`src/rtl/mem_stage_sram_ctrl_if.sv`:
```
// Pipeline-side request/response signals and the 16-bit SRAM bus of the MEM-stage
// data-memory unit, bundled so the controller and its environment share one port.
interface mem_stage_sram_ctrl_if #(
    parameter int ADDR_W = 18
);
    logic              mem_r_en;
    logic              mem_w_en;
    logic [31:0]       alu_res;
    logic [31:0]       val_Rm;
    logic [31:0]       mem_rdata;
    logic              ready;
    logic [ADDR_W-1:0] sram_addr;
    logic [15:0]       sram_dq_out;
    logic              sram_dq_oe;
    logic [15:0]       sram_dq_in;
    logic              sram_we_n;

    // master: pipeline plus SRAM device (the controller's environment)
    modport master (
        output mem_r_en, mem_w_en, alu_res, val_Rm, sram_dq_in,
        input  mem_rdata, ready, sram_addr, sram_dq_out, sram_dq_oe, sram_we_n
    );

    modport slave (
        input  mem_r_en, mem_w_en, alu_res, val_Rm, sram_dq_in,
        output mem_rdata, ready, sram_addr, sram_dq_out, sram_dq_oe, sram_we_n
    );
endinterface

```
`src/rtl/mem_stage_sram_ctrl.sv`:
```
// MEM-stage data-memory controller: one 32-bit load/store becomes two 16-bit SRAM
// accesses (low half then high half); ready stays low while the access is in flight.
module mem_stage_sram_ctrl #(
    parameter logic [31:0] BASE_ADDR   = 32'd1024,
    parameter int          WAIT_CYCLES = 2,
    parameter int          ADDR_W      = 18
) (
    input  logic clk,
    input  logic rst,
    mem_stage_sram_ctrl_if.slave bus
);
    localparam int CNT_W = (WAIT_CYCLES > 1) ? $clog2(WAIT_CYCLES) : 1;
    localparam logic [CNT_W-1:0] WAIT_LAST = CNT_W'(WAIT_CYCLES - 1);

    typedef enum logic [1:0] {IDLE, LO, HI, DONE} state_t;

    state_t              state_reg,       state_next;
    logic [CNT_W-1:0]    wait_cnt_reg,    wait_cnt_next;
    logic [ADDR_W-2:0]   word_reg,        word_next;
    logic [31:0]         wdata_reg,       wdata_next;
    logic                write_reg,       write_next;
    logic [15:0]         rdata_lo_reg,    rdata_lo_next;
    logic [31:0]         mem_rdata_reg,   mem_rdata_next;
    logic [ADDR_W-1:0]   sram_addr_reg,   sram_addr_next;
    logic [15:0]         sram_dq_out_reg, sram_dq_out_next;
    logic                sram_dq_oe_reg,  sram_dq_oe_next;
    logic                sram_we_n_reg,   sram_we_n_next;
    logic                ready;

    logic [31:0]       offset;
    logic [ADDR_W-2:0] word_in;
    logic              request;
    logic              unused_bits;

    // Word index wraps modulo the SRAM size; the byte-lane bits are ignored.
    assign offset      = bus.alu_res - BASE_ADDR;
    assign word_in     = offset[ADDR_W:2];
    assign unused_bits = ^{offset[31:ADDR_W+1], offset[1:0]};
    assign request     = bus.mem_r_en | bus.mem_w_en;

    always_ff @(posedge clk or posedge rst) begin
        if (rst) begin
            state_reg       <= IDLE;
            wait_cnt_reg    <= '0;
            word_reg        <= '0;
            wdata_reg       <= '0;
            write_reg       <= 1'b0;
            rdata_lo_reg    <= '0;
            mem_rdata_reg   <= '0;
            sram_addr_reg   <= '0;
            sram_dq_out_reg <= '0;
            sram_dq_oe_reg  <= 1'b0;
            sram_we_n_reg   <= 1'b1;
        end else begin
            state_reg       <= state_next;
            wait_cnt_reg    <= wait_cnt_next;
            word_reg        <= word_next;
            wdata_reg       <= wdata_next;
            write_reg       <= write_next;
            rdata_lo_reg    <= rdata_lo_next;
            mem_rdata_reg   <= mem_rdata_next;
            sram_addr_reg   <= sram_addr_next;
            sram_dq_out_reg <= sram_dq_out_next;
            sram_dq_oe_reg  <= sram_dq_oe_next;
            sram_we_n_reg   <= sram_we_n_next;
        end
    end

    // Bus outputs are registered from the next state, so they are already valid
    // in the first cycle of LO/HI and drop the moment rst rises.
    always_comb begin
        state_next       = state_reg;
        wait_cnt_next    = wait_cnt_reg;
        word_next        = word_reg;
        wdata_next       = wdata_reg;
        write_next       = write_reg;
        rdata_lo_next    = rdata_lo_reg;
        mem_rdata_next   = mem_rdata_reg;
        sram_addr_next   = sram_addr_reg;
        sram_dq_out_next = sram_dq_out_reg;
        sram_dq_oe_next  = 1'b0;
        sram_we_n_next   = 1'b1;
        ready            = 1'b0;

        case (state_reg)
            IDLE: begin
                ready = ~request;
                if (request) begin
                    word_next        = word_in;
                    wdata_next       = bus.val_Rm;
                    write_next       = bus.mem_w_en;
                    wait_cnt_next    = '0;
                    state_next       = LO;
                    sram_addr_next   = {word_in, 1'b0};
                    sram_dq_out_next = bus.val_Rm[15:0];
                    sram_dq_oe_next  = bus.mem_w_en;
                    sram_we_n_next   = ~bus.mem_w_en;
                end
            end
            LO: begin
                sram_dq_oe_next = write_reg;
                sram_we_n_next  = ~write_reg;
                if (wait_cnt_reg == WAIT_LAST) begin
                    if (!write_reg) begin
                        rdata_lo_next = bus.sram_dq_in;
                    end
                    wait_cnt_next    = '0;
                    state_next       = HI;
                    sram_addr_next   = {word_reg, 1'b1};
                    sram_dq_out_next = wdata_reg[31:16];
                end else begin
                    wait_cnt_next = wait_cnt_reg + CNT_W'(1);
                end
            end
            HI: begin
                sram_dq_oe_next = write_reg;
                sram_we_n_next  = ~write_reg;
                if (wait_cnt_reg == WAIT_LAST) begin
                    if (!write_reg) begin
                        mem_rdata_next = {bus.sram_dq_in, rdata_lo_reg};
                    end
                    wait_cnt_next   = '0;
                    state_next      = DONE;
                    sram_dq_oe_next = 1'b0;
                    sram_we_n_next  = 1'b1;
                end else begin
                    wait_cnt_next = wait_cnt_reg + CNT_W'(1);
                end
            end
            DONE: begin
                ready      = 1'b1;
                state_next = IDLE;
            end
            default: begin
                state_next = IDLE;
            end
        endcase
    end

    assign bus.ready       = ready;
    assign bus.mem_rdata   = mem_rdata_reg;
    assign bus.sram_addr   = sram_addr_reg;
    assign bus.sram_dq_out = sram_dq_out_reg;
    assign bus.sram_dq_oe  = sram_dq_oe_reg;
    assign bus.sram_we_n   = sram_we_n_reg;
endmodule

```
`src/flat_wrapper.sv`:
```
// flat-port wrapper written by rule: the top's interface ports become plain ports
module mem_stage_sram_ctrl_flat 
#(
    parameter logic [31:0] BASE_ADDR   = 32'd1024,
    parameter int          WAIT_CYCLES = 2,
    parameter int          ADDR_W      = 18
)
  (clk, rst, bus_mem_r_en, bus_mem_w_en, bus_alu_res, bus_val_Rm, bus_sram_dq_in, bus_mem_rdata, bus_ready, bus_sram_addr, bus_sram_dq_out, bus_sram_dq_oe, bus_sram_we_n);
  mem_stage_sram_ctrl_if #(.ADDR_W(ADDR_W)) bus_i ();
  input  logic clk;
  input  logic rst;
  input wire logic [$bits(bus_i.mem_r_en)-1:0] bus_mem_r_en;
  input wire logic [$bits(bus_i.mem_w_en)-1:0] bus_mem_w_en;
  input wire logic [$bits(bus_i.alu_res)-1:0] bus_alu_res;
  input wire logic [$bits(bus_i.val_Rm)-1:0] bus_val_Rm;
  input wire logic [$bits(bus_i.sram_dq_in)-1:0] bus_sram_dq_in;
  output wire logic [$bits(bus_i.mem_rdata)-1:0] bus_mem_rdata;
  output wire logic [$bits(bus_i.ready)-1:0] bus_ready;
  output wire logic [$bits(bus_i.sram_addr)-1:0] bus_sram_addr;
  output wire logic [$bits(bus_i.sram_dq_out)-1:0] bus_sram_dq_out;
  output wire logic [$bits(bus_i.sram_dq_oe)-1:0] bus_sram_dq_oe;
  output wire logic [$bits(bus_i.sram_we_n)-1:0] bus_sram_we_n;
  assign bus_i.mem_r_en = bus_mem_r_en;
  assign bus_i.mem_w_en = bus_mem_w_en;
  assign bus_i.alu_res = bus_alu_res;
  assign bus_i.val_Rm = bus_val_Rm;
  assign bus_i.sram_dq_in = bus_sram_dq_in;
  assign bus_mem_rdata = bus_i.mem_rdata;
  assign bus_ready = bus_i.ready;
  assign bus_sram_addr = bus_i.sram_addr;
  assign bus_sram_dq_out = bus_i.sram_dq_out;
  assign bus_sram_dq_oe = bus_i.sram_dq_oe;
  assign bus_sram_we_n = bus_i.sram_we_n;
  mem_stage_sram_ctrl #(.BASE_ADDR(BASE_ADDR), .WAIT_CYCLES(WAIT_CYCLES), .ADDR_W(ADDR_W)) u_core (.clk(clk), .rst(rst), .bus(bus_i));
endmodule
```
`config.mk`:
```
export PLATFORM = sky130hd
export DESIGN_NAME = mem_stage_sram_ctrl_flat
export DESIGN_NICKNAME = d
export VERILOG_FILES = /design/src/rtl/mem_stage_sram_ctrl_if.sv /design/src/rtl/mem_stage_sram_ctrl.sv /design/src/flat_wrapper.sv
export SDC_FILE = /design/constraint.sdc
export NUM_CORES = 1
export LEC_CHECK = 0
export ABC_AREA = 1
export CORE_MARGIN = 5
export CORE_UTILIZATION = 51
export DETAILED_ROUTE_END_ITERATION = 10
export PLACE_DENSITY = 0.86
export SYNTH_ARGS = -nofsm -noshare
export SYNTH_HDL_FRONTEND = slang
export SYNTH_SLANG_ARGS = --single-unit
```
`constraint.sdc`:
```
create_clock -name clk -period 11.9 [get_ports clk]
set_input_delay 1.785 -clock clk [delete_from_list [all_inputs] [get_ports clk]]
set_output_delay 1.785 -clock clk [all_outputs]
set_load 0.02 [all_outputs]
```
==> summary.md, run 1 <==
| Metric | Value |
|---|---|
| GRT Total Usage | `0.2167` |
| Number of global-route vias before repair | `4370` |
| Post-CTS Setup Inserts | `0` |
| Via density | `5.075` |
| Nets | `787` |
| Clk buf depth | `2` |
| Cell Area, Synth | `5114 sq um` |
| R2R Setup Slk | `9.58 ns` |
| Final non-filler cell total | `843` |
| Post-synth EDFFs | `0` |
| TritonCTS Sinks | `121` |
| Post-layout min period | `5.099 ns` |
| Wire length per cell | `14.83 um` |
| Final Worst Setup Slack | `6.801 ns` |
| Largest register FFs | `32` |
| Die Span X | `110.1 um` |
| Vias | `4278` |
| Chip height | `110.1 um` |
| M2 GR Usage | `0.3752` |
| Max VDD drop | `0.1874 mV` |
| DPL Wire Length | `8.489 mm` |
| Critical path type | `in2out` |
| DRC | `0` |
| Grt met3 use | `0.06931` |
| Crit-path max FO | `3` |
| Cell at the slowest stage of the critical path | `clkdlybuf4s50_1` |
| Worst path required time | `10.12 ns` |
| Initial antenna violation count | `0` |
| FF+latch count, synth | `121` |
| Critical path buffers and inverters | `3` |
| Starting Density | `0.5232` |
| IO buf count | `137` |
| Worst slack, placed | `6.823 ns` |
| Max Slew Vio Count | `0` |
| CTS Buf Count | `17` |
| DRT iter0 DRCs | `314` |
| Final TNS setup | `0 ns` |
| Post-synth ARST share | `1.000` |
| Avg Cell Area, Syn | `9.019 sq um` |
| CP peak stage delay | `0.62 ns` |
| Core Box Area | `9774 sq um` |
| Fillers | `702` |
| RSZ-0062 raised after global routing | `no` |
| Yosys warns | `0` |
| Power per cell area | `309.4 nW/um^2` |
| Die area | `12130 sq um` |
| Post-CTS Hold Buffers | `0` |
| Layout cell share with drive strength beyond 1 | `0.08028` |
| Dpl cells | `812` |
| Top FF cell, synth | `dfrtp_1` |
| Pin count of the biggest net entering global routing | `66` |
| Final Routed Wirelength | `12.50 mm` |
| Clock Pin Slew Worst Setup and Hold Paths | `0.05 ns` |
| Max-Cap Viols | `0` |
| Worst Tran Pin Value | `1.013 ns` |
| Total gr overflow | `0` |
| Final number of setup-violating endpoints | `0` |
| CTS-repair resized insts | `0` |
| Grt met1 use | `0.2563` |
| First-pass DRT Iterations | `4` |
| Placer Congestion | `0.8646` |
| Cell family with most CP delay | `buffers and inverters` |
| Mapped Nets | `656` |
| Netlist cell types | `23` |
| Post-route ant nets | `0` |
| Worst Clk Skew | `0.007440 ns` |
| Final Power | `0.002219 W` |
| Crit path arrival time | `3.31 ns` |
| Final period util | `0.4285` |
| Worst setup EP type | `primary output` |
| CTS tree | `yes` |
| Cell count after synthesis | `567` |
| Global-route wire length before repair | `20.57 mm` |
| Cell Chain, Critical Path | `clkdlybuf4s50_1, nor2_1, nand2_1, inv_1, nor2_1, nor2_1, clkdlybuf4s50_1` |
| GRT busiest layer | `met2` |
| Area Overhead vs Synth | `40.25%` |
| FMAX | `196.1 MHz` |
| Startpoint Class | `input pin` |
| Skew-Pair Late Insertion Delay | `0.50 ns` |
| Row Count | `36` |
| Crit path top cell by count | `nor2_1` |
| Seq/Total Area, Yosys | `0.5924` |
| Slew Limit Headroom | `0.3226` |
| Pleak | `3.409 nW` |
| Hold Vio Cnt, Final | `0` |
| Status | `finished clean` |
| IO Pins | `153` |
| Class of the worst hold path | `reg2reg` |
| Inserted Diodes | `0` |
| # H-tree levels | `4` |
| Clock root buffer | `clkbuf_8` |
## stage by stage
stage          area (sq um)  hold slack (ns)    util
4_1_cts                7172           0.4721  0.7337
3_5_place_dp           6528           0.4606  0.6678
6_report               7172           0.4743  0.7337
2_1_floorplan          5114           0.4417       -
5_1_grt                7172           0.4827  0.7337
3_3_place_gp           6528           0.4533  0.6678
## cells by family after synthesis
| family | synth area share |
|---|---|
| compound gates | 0.09592 |
| buf+inv | 0.06215 |
| xor+xnor | 0.001713 |
| fa+ha+maj | 0.01223 |
| mux | 0.03523 |
| simple gates | 0.2004 |
| flops | 0.5924 |
## power by group
| part | switching (W) | total [W] | internal, W |
|---|---|---|---|
| sequential | 0.000115 | 0.000741 | 0.000625 |
| combinational | 0.000536 | 0.000926 | 0.000390 |
| clock | 0.000184 | 0.000552 | 0.000368 |
## cell usage after synthesis, types with 5 or more instances
| cell type | n | share of area |
|---|---|---|
| nand3_1 | 11 | 0.011 |
| ha_1 | 5 | 0.012 |
| mux2_2 | 16 | 0.035 |
| clkbuf_1 | 11 | 0.0081 |
| inv_1 | 39 | 0.029 |
| a31oi_1 | 30 | 0.037 |
| nand2_1 | 203 | 0.15 |
| dfrtp_1 | 120 | 0.59 |
| a21oi_1 | 7 | 0.0069 |
| o21ai_0 | 49 | 0.048 |
| buf_2 | 12 | 0.012 |
| nor2_1 | 49 | 0.036 |
## path summary, 6_finish.rpt
path / to / cells past startpoint / startpoint
max: bus_ready / 7 / bus_mem_w_en
min reg2reg: u_core.wdata_reg[19]$_DFFE_PP0P_ / 2 / u_core.wdata_reg[19]$_DFFE_PP0P_
max reg2reg: u_core.word_reg[9]$_DFFE_PP0P_ / 8 / u_core.state_reg[0]$_DFFE_PP0P_
min in group asynchronous: u_core.bus.sram_dq_out[12]$_DFFE_PP0P_ / 2 / rst
max in group asynchronous: u_core.rdata_lo_reg[2]$_DFFE_PP0P_ / 3 / rst
min: u_core.wdata_reg[19]$_DFFE_PP0P_ / 2 / u_core.wdata_reg[19]$_DFFE_PP0P_
## per-layer routing
layer  part of all wire  vias up
met5                  0        -
met4              0.019        0
met3              0.065       25
met2               0.52      120
met1               0.40     2062
li1                   -     2071
## cell type report
type / instances / area [sq um] / share of cell area
clock inverters: 13 / 216.5 / 0.03018
well taps: 133 / 166.4 / 0.02320
clock buffers: 18 / 427.9 / 0.05966
repair buffers: 140 / 1394 / 0.1943
inverters: 41 / 166.4 / 0.02320
flip-flops and latches: 121 / 3029 / 0.4224
multi-input cells: 377 / 1772 / 0.2470
## tightest hold or removal path: cells and delay by family, from the launching register on
| family | cells | cell delay [ns] |
|---|---|---|
| DFF | 1 | 0.34 |
| and+or+nand+nor | 2 | 0.10 |
## cell usage in the layout (no fill, tap or decap), types with 7 or more instances in the layout
| cell type | n |
|---|---|
| a21oi_1 | 7 |
| a31oi_1 | 30 |
| clkbuf_16 | 16 |
| clkdlybuf4s50_1 | 137 |
| dfrtp_1 | 120 |
| inv_1 | 38 |
| mux2_2 | 16 |
| nand2_1 | 203 |
| nand3_1 | 10 |
| nor2_1 | 49 |
| o21ai_0 | 49 |
Note: power is estimated with default switching activity, not from simulation.
==> run 2, diff against run 1 <==
--- a/config.mk
+++ b/config.mk
@@ -7,9 +7,9 @@
 export LEC_CHECK = 0
 export ABC_AREA = 1
 export CORE_MARGIN = 5
-export CORE_UTILIZATION = 51
+export CORE_UTILIZATION = 47
 export DETAILED_ROUTE_END_ITERATION = 10
-export PLACE_DENSITY = 0.86
+export PLACE_DENSITY = 0.8
 export SYNTH_ARGS = -nofsm -noshare
 export SYNTH_HDL_FRONTEND = slang
 export SYNTH_SLANG_ARGS = --single-unit
==> constraint.sdc (replaced) <==
create_clock -name clk -period 4.8 [get_ports clk]
set_input_delay 0.72 -clock clk [delete_from_list [all_inputs] [get_ports clk]]
set_output_delay 0.72 -clock clk [all_outputs]
set_load 0.02 [all_outputs]
==> run 2 against run 1 <==
Via count up 0.40%. Hold slack worse by 0.0047 ns. First-iteration DRC count down 13%. Critical endpoint unchanged. Die area up 7.7%. Critical path type unchanged. Final cell count up 0.95%. Largest cell class unchanged.
==> summary.md, run 2 (synthesized netlist as in run 1, its figures left out) <==
| Metric | Value |
|---|---|
| Hold Vio Cnt, Final | `0 (unchanged)` |
| RSZ-0062 raised after global routing | `no` |
| Critical path type | `in2out` |
| IO buf count | `137 (unchanged)` |
| Layout cell share with drive strength beyond 1 | `0.07876 (-0.001519)` |
| Vias | `4295 (+0.40%)` |
| Total gr overflow | `0 (unchanged)` |
| Clock share of power | `0.236 (-0.013)` |
| Clock Pin Slew Worst Setup and Hold Paths | `0.05 ns (about the same)` |
| Hold path endpoint | `u_core.wdata_reg[31]$_DFFE_PP0P_` |
| Max Slew Vio Count | `0 (unchanged)` |
| FMAX | `328.4 MHz` |
| Max-Cap Viols | `0 (unchanged)` |
| Crit-path max FO | `3 (unchanged)` |
| FF-to-FF path depth | `5 (-3)` |
| Max VDD drop | `0.3663 mV (+96%)` |
| Area Overhead vs Synth | `39.78%` |
| Final non-filler cell total | `851 (+0.95%)` |
| Comb pwr share | `0.424 (+0.007)` |
| Fillers | `863 (+23%)` |
| DRT iter0 DRCs | `274 (-13%)` |
| Hold Path Depth | `2 (unchanged)` |
| Die area | `13070 sq um (+7.7%)` |
| Sw frac | `0.3742 (-0.002232)` |
| Most frequent cells in the layout | `nand2_1, clkdlybuf4s50_1, dfrtp_1, nor2_1, o21ai_0` |
| Final period util | `0.6343` |
| CTS-repair resized insts | `0 (unchanged)` |
| IO Pins | `153 (unchanged)` |
| Pleak | `3.405 nW (-0.11%)` |
| Pin count of the biggest net entering global routing | `65 (-1.5%)` |
| Dpl cells | `821 (+1.1%)` |
| TritonCTS Sinks | `121 (unchanged)` |
| Reg2Reg Capture Point | `u_core.rdata_lo_reg[2]$_DFFE_PP0P_` |
| Worst path required time | `4.08 ns (-6.04 ns)` |
| DPL Wire Length | `8.552 mm (+0.74%)` |
| Post-layout min period | `3.045 ns` |
| Skew-Pair Late Insertion Delay | `0.50 ns (about the same)` |
| Final Core Density | `0.6652 (-0.06851)` |
| Global-route wire length before repair | `20.36 mm (-1.0%)` |
| Nets | `789 (+0.25%)` |
| Post-CTS Setup Inserts | `0 (unchanged)` |
| CTS Buf Count | `17 (unchanged)` |
| Core Box Area | `10750 sq um (+9.9%)` |
| Post-CTS Hold Buffers | `0 (unchanged)` |
| # H-tree levels | `4 (unchanged)` |
| Die Span X | `114.3 um (+3.8%)` |
| Starting Density | `0.4759 (-0.04727)` |
| Placer Congestion | `0.8760 (+1.3%)` |
| Power per cell area | `753.7 nW/um^2 (+140%)` |
| Initial antenna violation count | `0 (unchanged)` |
| Clk buf depth | `2 (unchanged)` |
| Wire length per cell | `14.51 um (-2.2%)` |
| Post-route ant nets | `0 (unchanged)` |
| Int Power | `0.003372 W (+140%)` |
| Worst setup EP type | `primary output` |
| Worst Clk Skew | `0.008010 ns (+0.0005698 ns)` |
| Seq pwr share | `0.340 (+0.006)` |
| Final Routed Wirelength | `12.35 mm (-1.2%)` |
| Via density | `5.047 (-0.55%)` |
| Hold_sp | `u_core.wdata_reg[31]$_DFFE_PP0P_` |
| Worst r2r src | `u_core.state_reg[1]$_DFFE_PP0P_` |
| GRT Total Usage | `0.1943 (-0.02244)` |
| CTS tree | `yes` |
| First-pass DRT Iterations | `5 (+1)` |
| Startpoint Class | `input pin` |
| Row Count | `38 (+5.6%)` |
| Final number of setup-violating endpoints | `0 (unchanged)` |
| Inserted Diodes | `0 (unchanged)` |
| Status | `finished clean` |
| Final TNS setup | `0 ns (unchanged)` |
| Clock root buffer | `clkbuf_8` |
| Crit path arrival time | `2.32 ns (-0.99 ns)` |
| Worst Tran Pin Value | `1.085 ns (+0.07202 ns)` |
| Chip height | `114.3 um (+3.8%)` |
| Slew Limit Headroom | `0.2745 (-0.04815)` |
| R2R Setup Slk | `2.01 ns (-7.57 ns)` |
| Sw Pwr | `0.002016 W (+140%)` |
| Class of the worst hold path | `reg2reg` |
| Largest register FFs | `32 (unchanged)` |
| DRC | `0 (unchanged)` |
| Number of global-route vias before repair | `4273 (-2.2%)` |
| Commonest non-fill, non-tap cell in the layout | `nand2_1` |
==> run 2: cell types whose count changed in the layout (fill, tap and decap cells not counted), sizes merged <==
cell      previous run  this run
bufinv               5         3
inv                 44        41
clkinvlp             3         2
buf                  3         5
clkbuf              18        23
==> run 2: per-stage QoR <==
| step | hold WS, ns | worst slack [ns] | power, W | cell area [sq um] |
|---|---|---|---|---|
| after floorplan | 0.4417 | 0.8675 | 0.003242 | 5114 |
| after global placement | 0.4533 | 1.770 | 0.004035 | 6546 |
| after detailed placement | 0.4593 | 1.775 | 0.004135 | 6546 |
| after CTS | 0.4730 | 1.763 | 0.005445 | 7148 |
| after global routing | 0.4830 | 1.622 | 0.005755 | 7148 |
| final | 0.4696 | 1.755 | 0.005387 | 7148 |
==> run 2: metal layers <==
metal  vias up  share of wire  GRT usage
met1      2040           0.43     0.2488
met4         0         0.0091    0.05859
met5         -              0          0
li1       2082              -          -
met3        14          0.081    0.06977
met2       159           0.48     0.3115
==> run 2: worst max-delay path by stage <==
stage / from / slack [ns] / depth (start not counted) / end
after CTS: bus_mem_w_en / 1.76 / 7 / bus_ready
final: bus_mem_w_en / 1.76 / 7 / bus_ready
after floorplan: rst / 0.87 / 1 / u_core.bus.mem_rdata[0]$_DFFE_PP0P_
after global placement: bus_mem_w_en / 1.77 / 7 / bus_ready
after global routing: u_core.state_reg[1]$_DFFE_PP0P_ / 1.62 / 7 / bus_ready
after detailed placement: bus_mem_w_en / 1.78 / 7 / bus_ready
==> run 2: layout make-up <==
type	count	area, sq um	share of cell area
flip-flops and latches	121	3029	0.4238
multi-input cells	377	1767	0.2472
repair buffers	142	1409	0.1971
clock buffers	23	486.7	0.06809
well taps	140	175.2	0.02451
inverters	41	166.4	0.02328
clock inverters	7	115.1	0.01610
==> run 2: worst max-delay path: stages <==
cell,delay (ns)
clkdlybuf4s50_1,0.47
nor2_1,0.13
nand2_1,0.12
inv_1,0.09
nor2_1,0.06
nor2_1,0.10
clkdlybuf4s50_1,0.64
==> run 2: power by group through the flow <==
| stage | Sequential, W | Clock (W) | Combinational [W] |
|---|---|---|---|
| floorplan | 0.00214 | 0 | 0.00111 |
| global placement | 0.00181 | 0 | 0.00223 |
| detailed placement | 0.00184 | 0 | 0.00230 |
| CTS | 0.00183 | 0.00130 | 0.00232 |
| global route | 0.00188 | 0.00134 | 0.00253 |
| finish | 0.00183 | 0.00127 | 0.00229 |
==> variant 1, RTL diff (settings of run 2) <==
Make the reset (`rst`) synchronous in one clocked block.
--- a/src/rtl/mem_stage_sram_ctrl.sv
+++ b/src/rtl/mem_stage_sram_ctrl.sv
@@ -39,5 +39,5 @@
     assign request     = bus.mem_r_en | bus.mem_w_en;
 
-    always_ff @(posedge clk or posedge rst) begin
+    always_ff @(posedge clk) begin
         if (rst) begin
             state_reg       <= IDLE;
Behaviour: differs if rst is asserted again (counterexample within 4 cycles, from zero or initial values and one cycle with rst high); with rst held inactive, the same outputs for 10 cycles.
==> variant 1 against run 2 <==
Core utilization barely moved. Critical path depth fell by 2. Cell area fell by 5.2%. Synthesized area fell by 5.0%. Power fell by 19%. Die area fell by 4.5%. Routed wire length rose by 2.5%. Sequential cell count did not move. Worst setup slack improved by 0.13 ns. Largest power group unchanged.
==> variant 1: results (changes against run 2) <==
GRT
  • GRT Total Usage: 20.0% (+0.59 points)
  • Vias in the first global route: 4,372 (+2.3%)

Place
  • DP Wirelength: 8380 um (-2.1%)
  • Placed cell areas: 0.00621 mm2 (-5.1%)
  • Placer congestion estimate: 0.831 (-5.1%)

Logic synthesis
  • Ys flop type: dfxtp_1
  • Mapped Cells: 662 (+17%)
  • Complex-gate fraction of the synthesized area: 19.7% (+10 points)
  • Syn nets: 751 (+14%)
  • XOR/XNOR Fraction of Synth Area: 0.180% (+0.0090 points)
  • Synth cell count leaders: nor2_1 (145), dfxtp_1 (121), o21ai_0 (121)
  • Synth top area cells: dfxtp_1 (50%), o21ai_0 (12%), nor2_1 (11%)
  • Post-synthesis adder-cell area fraction: 1.29% (+0.064 points)
  • Seq/Total Area, Yosys: 49.8% (-9.4 points)

Power
  • Maximum vdd drop: 0.614 mV (+68%)
  • Int Pwr: 2.72 mW (-19%)
  • Leak: 2.89 nW (-15%)
  • Reg power frac: 33.6% (-0.4 points)
  • Clk pwr: 1.20 mW (-6%)
  • Pwr Total: 4.35 mW (-19%)

Timing
  • Clk_skew: 0.00861 ns (+0.000596 ns)

Hold path
  • Min-delay src: u_core.rdata_lo_reg[13]

Status
  • Outcome: finished clean

Route
  • Initial drt markers: 291 (+6.2%)
  • Via Count: 4,623 (+7.6%)

Critical path
  • CP arrival: 2.19 ns (-0.13 ns)

Layout
  • Sequential cell area: 0.00242 mm2 (-20%)
  • Final-layout fill cell count: 874 (+1.3%)
  • Proportion of layout cells with a drive suffix above 1: 5.30% (-2.6 points)
-- variant 1: changes by cell type in the layout (fill, tap and decap cells not counted), sizes merged, moves of 2 or more --
| cell | delta |
|---|---|
| nand3 | -6 |
| dfrtp | -120 |
| clkbuf | -3 |
| a21oi | +45 |
| nor2 | +97 |
| o21bai | +6 |
| nand2 | -94 |
| clkinvlp | +2 |
| o21ai | +74 |
| a31oi | -29 |
| dfxtp | +121 |
| mux2 | -16 |
| clkinv | +2 |
| inv | +4 |
-- variant 1: path summary, 6_finish.rpt --
| kind | slack, ns | end | cells after the start |
|---|---|---|---|
| hold / removal | 0.45 | u_core.bus.mem_rdata[13] | 2 |
| hold reg to reg | 0.45 | u_core.bus.mem_rdata[13] | 2 |
| setup / recovery | 1.89 | bus_ready | 5 |
| setup reg to reg | 2.05 | u_core.rdata_lo_reg[12] | 8 |
-- variant 1: per-layer routing --
| metal | GRT usage, % | vias up | wire (um) |
|---|---|---|---|
| li1 | - | 2362 | - |
| met1 | 22.7 | 2094 | 5320 |
| met2 | 35.5 | 145 | 6440 |
| met3 | 4.57 | 22 | 586 |
| met4 | 9.49 | 0 | 306 |
| met5 | 0 | - | 0 |
-- variant 1: layout make-up --
type / instances / share of cell area, %
Clock buffer: 20 / 6.57
Clock inverter: 11 / 1.81
Inverter: 44 / 2.51
Multi-Input combinational cell: 455 / 30.2
Sequential cell: 121 / 35.7
Tap cell: 136 / 2.51
Timing Repair Buffer: 141 / 20.7
-- variant 1: worst min-delay path, delay by kind of cell (launching register included) --
kind | cells | cell delay [ns]
AO/OA/AOI/OAI | 1 | 0.06
buffers and inverters | 1 | 0.06
flip-flops | 1 | 0.29
==> variant 2, RTL diff (flow settings as in run 2) <==
Without the edit above. `ADDR_W` is set to 18 in 3 places; all go to 16.
--- a/src/rtl/mem_stage_sram_ctrl_if.sv
+++ b/src/rtl/mem_stage_sram_ctrl_if.sv
@@ -2,5 +2,5 @@
 // data-memory unit, bundled so the controller and its environment share one port.
 interface mem_stage_sram_ctrl_if #(
-    parameter int ADDR_W = 18
+    parameter int ADDR_W = 16
 );
     logic              mem_r_en;
--- a/src/rtl/mem_stage_sram_ctrl.sv
+++ b/src/rtl/mem_stage_sram_ctrl.sv
@@ -4,5 +4,5 @@
     parameter logic [31:0] BASE_ADDR   = 32'd1024,
     parameter int          WAIT_CYCLES = 2,
-    parameter int          ADDR_W      = 18
+    parameter int          ADDR_W      = 16
 ) (
     input  logic clk,
--- a/src/flat_wrapper.sv
+++ b/src/flat_wrapper.sv
@@ -4,5 +4,5 @@
     parameter logic [31:0] BASE_ADDR   = 32'd1024,
     parameter int          WAIT_CYCLES = 2,
-    parameter int          ADDR_W      = 18
+    parameter int          ADDR_W      = 16
 )
   (clk, rst, bus_mem_r_en, bus_mem_w_en, bus_alu_res, bus_val_Rm, bus_sram_dq_in, bus_mem_rdata, bus_ready, bus_sram_addr, bus_sram_dq_out, bus_sram_dq_oe, bus_sram_we_n);
Ports: changed (resized bus_sram_addr); port bits go from 153 to 151. No check against the original RTL was run, so the function may have changed too.
==> variant 2 against run 2 <==
Synthesized area fell by 3.0%. Clock power is 3% higher. Hold slack better by 0.010 ns. Cell area decreased by 2.5%. Worst setup slack improved by 0.10 ns. Sequential cell count is 4 lower. Routed wire length down 3.2%. Power decreased by 2.0%. Clock skew up 0.00056 ns. Highest routed layer unchanged.
==> variant 2: results (changes against run 2) <==
Logic synthesis
  • Mux cell area share after synthesis: 4.09% (+0.56 points)
  • Ys flop type: dfrtp_1
  • Mapped Cells: 525 (-7.4%)
  • Syn nets: 615 (-6.3%)
  • XOR/XNOR Fraction of Synth Area: 0.177% (+0.0053 points)
  • Post-synthesis adder-cell area fraction: 1.51% (+0.29 points)
  • Complex-gate fraction of the synthesized area: 11.8% (+2.2 points)
  • Synth unique cells: 27 (+17%)
  • Synth cell count leaders: nand2_1 (163), dfrtp_1 (116), o21ai_0 (60)

Power
  • Leak: 3.27 nW (-4.1%)
  • Switching part of the total: 37.4% (about the same)
  • Maximum vdd drop: 0.468 mV (+28%)

Place
  • DP Wirelength: 8130 um (-5.0%)
  • Placed cell areas: 0.00634 mm2 (-3.1%)
  • Placer congestion estimate: 0.836 (-4.6%)
  • Placed Cells: 771 (-6.1%)
  • I/O Buffers: 133 (-2.9%)
  • Placement Setup Slack: 1.84 ns (+0.0688 ns)

CTS
  • Num CTS Buffers: 17 (unchanged)
  • Skew-Pair Late Insertion Delay: 0.51 ns

Layout
  • Proportion of layout cells with a drive suffix above 1: 9.30% (+1.4 points)
  • Nets: 744 (-5.7%)

Critical path
  • Worst r2r dst: u_core.bus.sram_dq_out[9]
  • R2R Setup Slk: 2.48 ns (+0.47 ns)
  • Crit Path Max Fanout: 3 (unchanged)
  • Reg2reg start: u_core.state_reg[0]
  • R2R cell count: 8 (+3)

Route
  • Via Count: 4,039 (-6.0%)
  • Vias per cell: 5.03 (-0.34%)
  • Initial drt markers: 266 (-2.9%)

GRT
  • Vias in the first global route: 4,076 (-4.6%)
  • GRT Total Usage: 19.8% (+0.37 points)
  • Largest net degree at the start of global routing: 49 (-25%)

Hold path
  • Min-delay src: u_core.bus.sram_dq_out[0]
  • Worst min-delay path endpoint: u_core.bus.sram_dq_out[0]

Timing
  • Tightest Pin Transition: 1.05 ns (-0.0325 ns)
  • Worst hold slack: 0.480 ns (+0.0103 ns)
  • Clk_skew: 0.00857 ns (+0.000563 ns)

Status
  • Outcome: finished clean
variant 2: power groups by stage:
stage | registers [mW] | logic (mW) | clock network, mW
3_3_place_gp | 1.71 | 2.18 | 0
2_1_floorplan | 2.04 | 1.08 | 0
6_report | 1.73 | 2.24 | 1.31
4_1_cts | 1.74 | 2.27 | 1.34
5_1_grt | 1.80 | 2.48 | 1.39
3_5_place_dp | 1.75 | 2.25 | 0
variant 2: area by class of cell:
class	instances	area, um2
clock inverters	12	176
inverters	56	215
multi-input cells	325	1670
well taps	136	170
flip-flops and latches	117	2930
clock buffers	20	445
fillers	772	3360
repair buffers	137	1360
variant 2: metal layers:
layer  wire length (um)  global-route usage [%]  vias to the layer above
met3               1120                    8.18                       18
met4                146                    6.97                        0
met2               5790                    31.4                      136
met5                  0                       0                        -
li1                   -                       -                     1947
met1               4900                    24.5                     1938
variant 2: worst max-delay path: stages:
cell             delay (ns)
clkdlybuf4s50_1        0.48
nor2_4                 0.19
a21oi_1                0.11
nor2_1                 0.11
clkdlybuf4s50_1        0.61
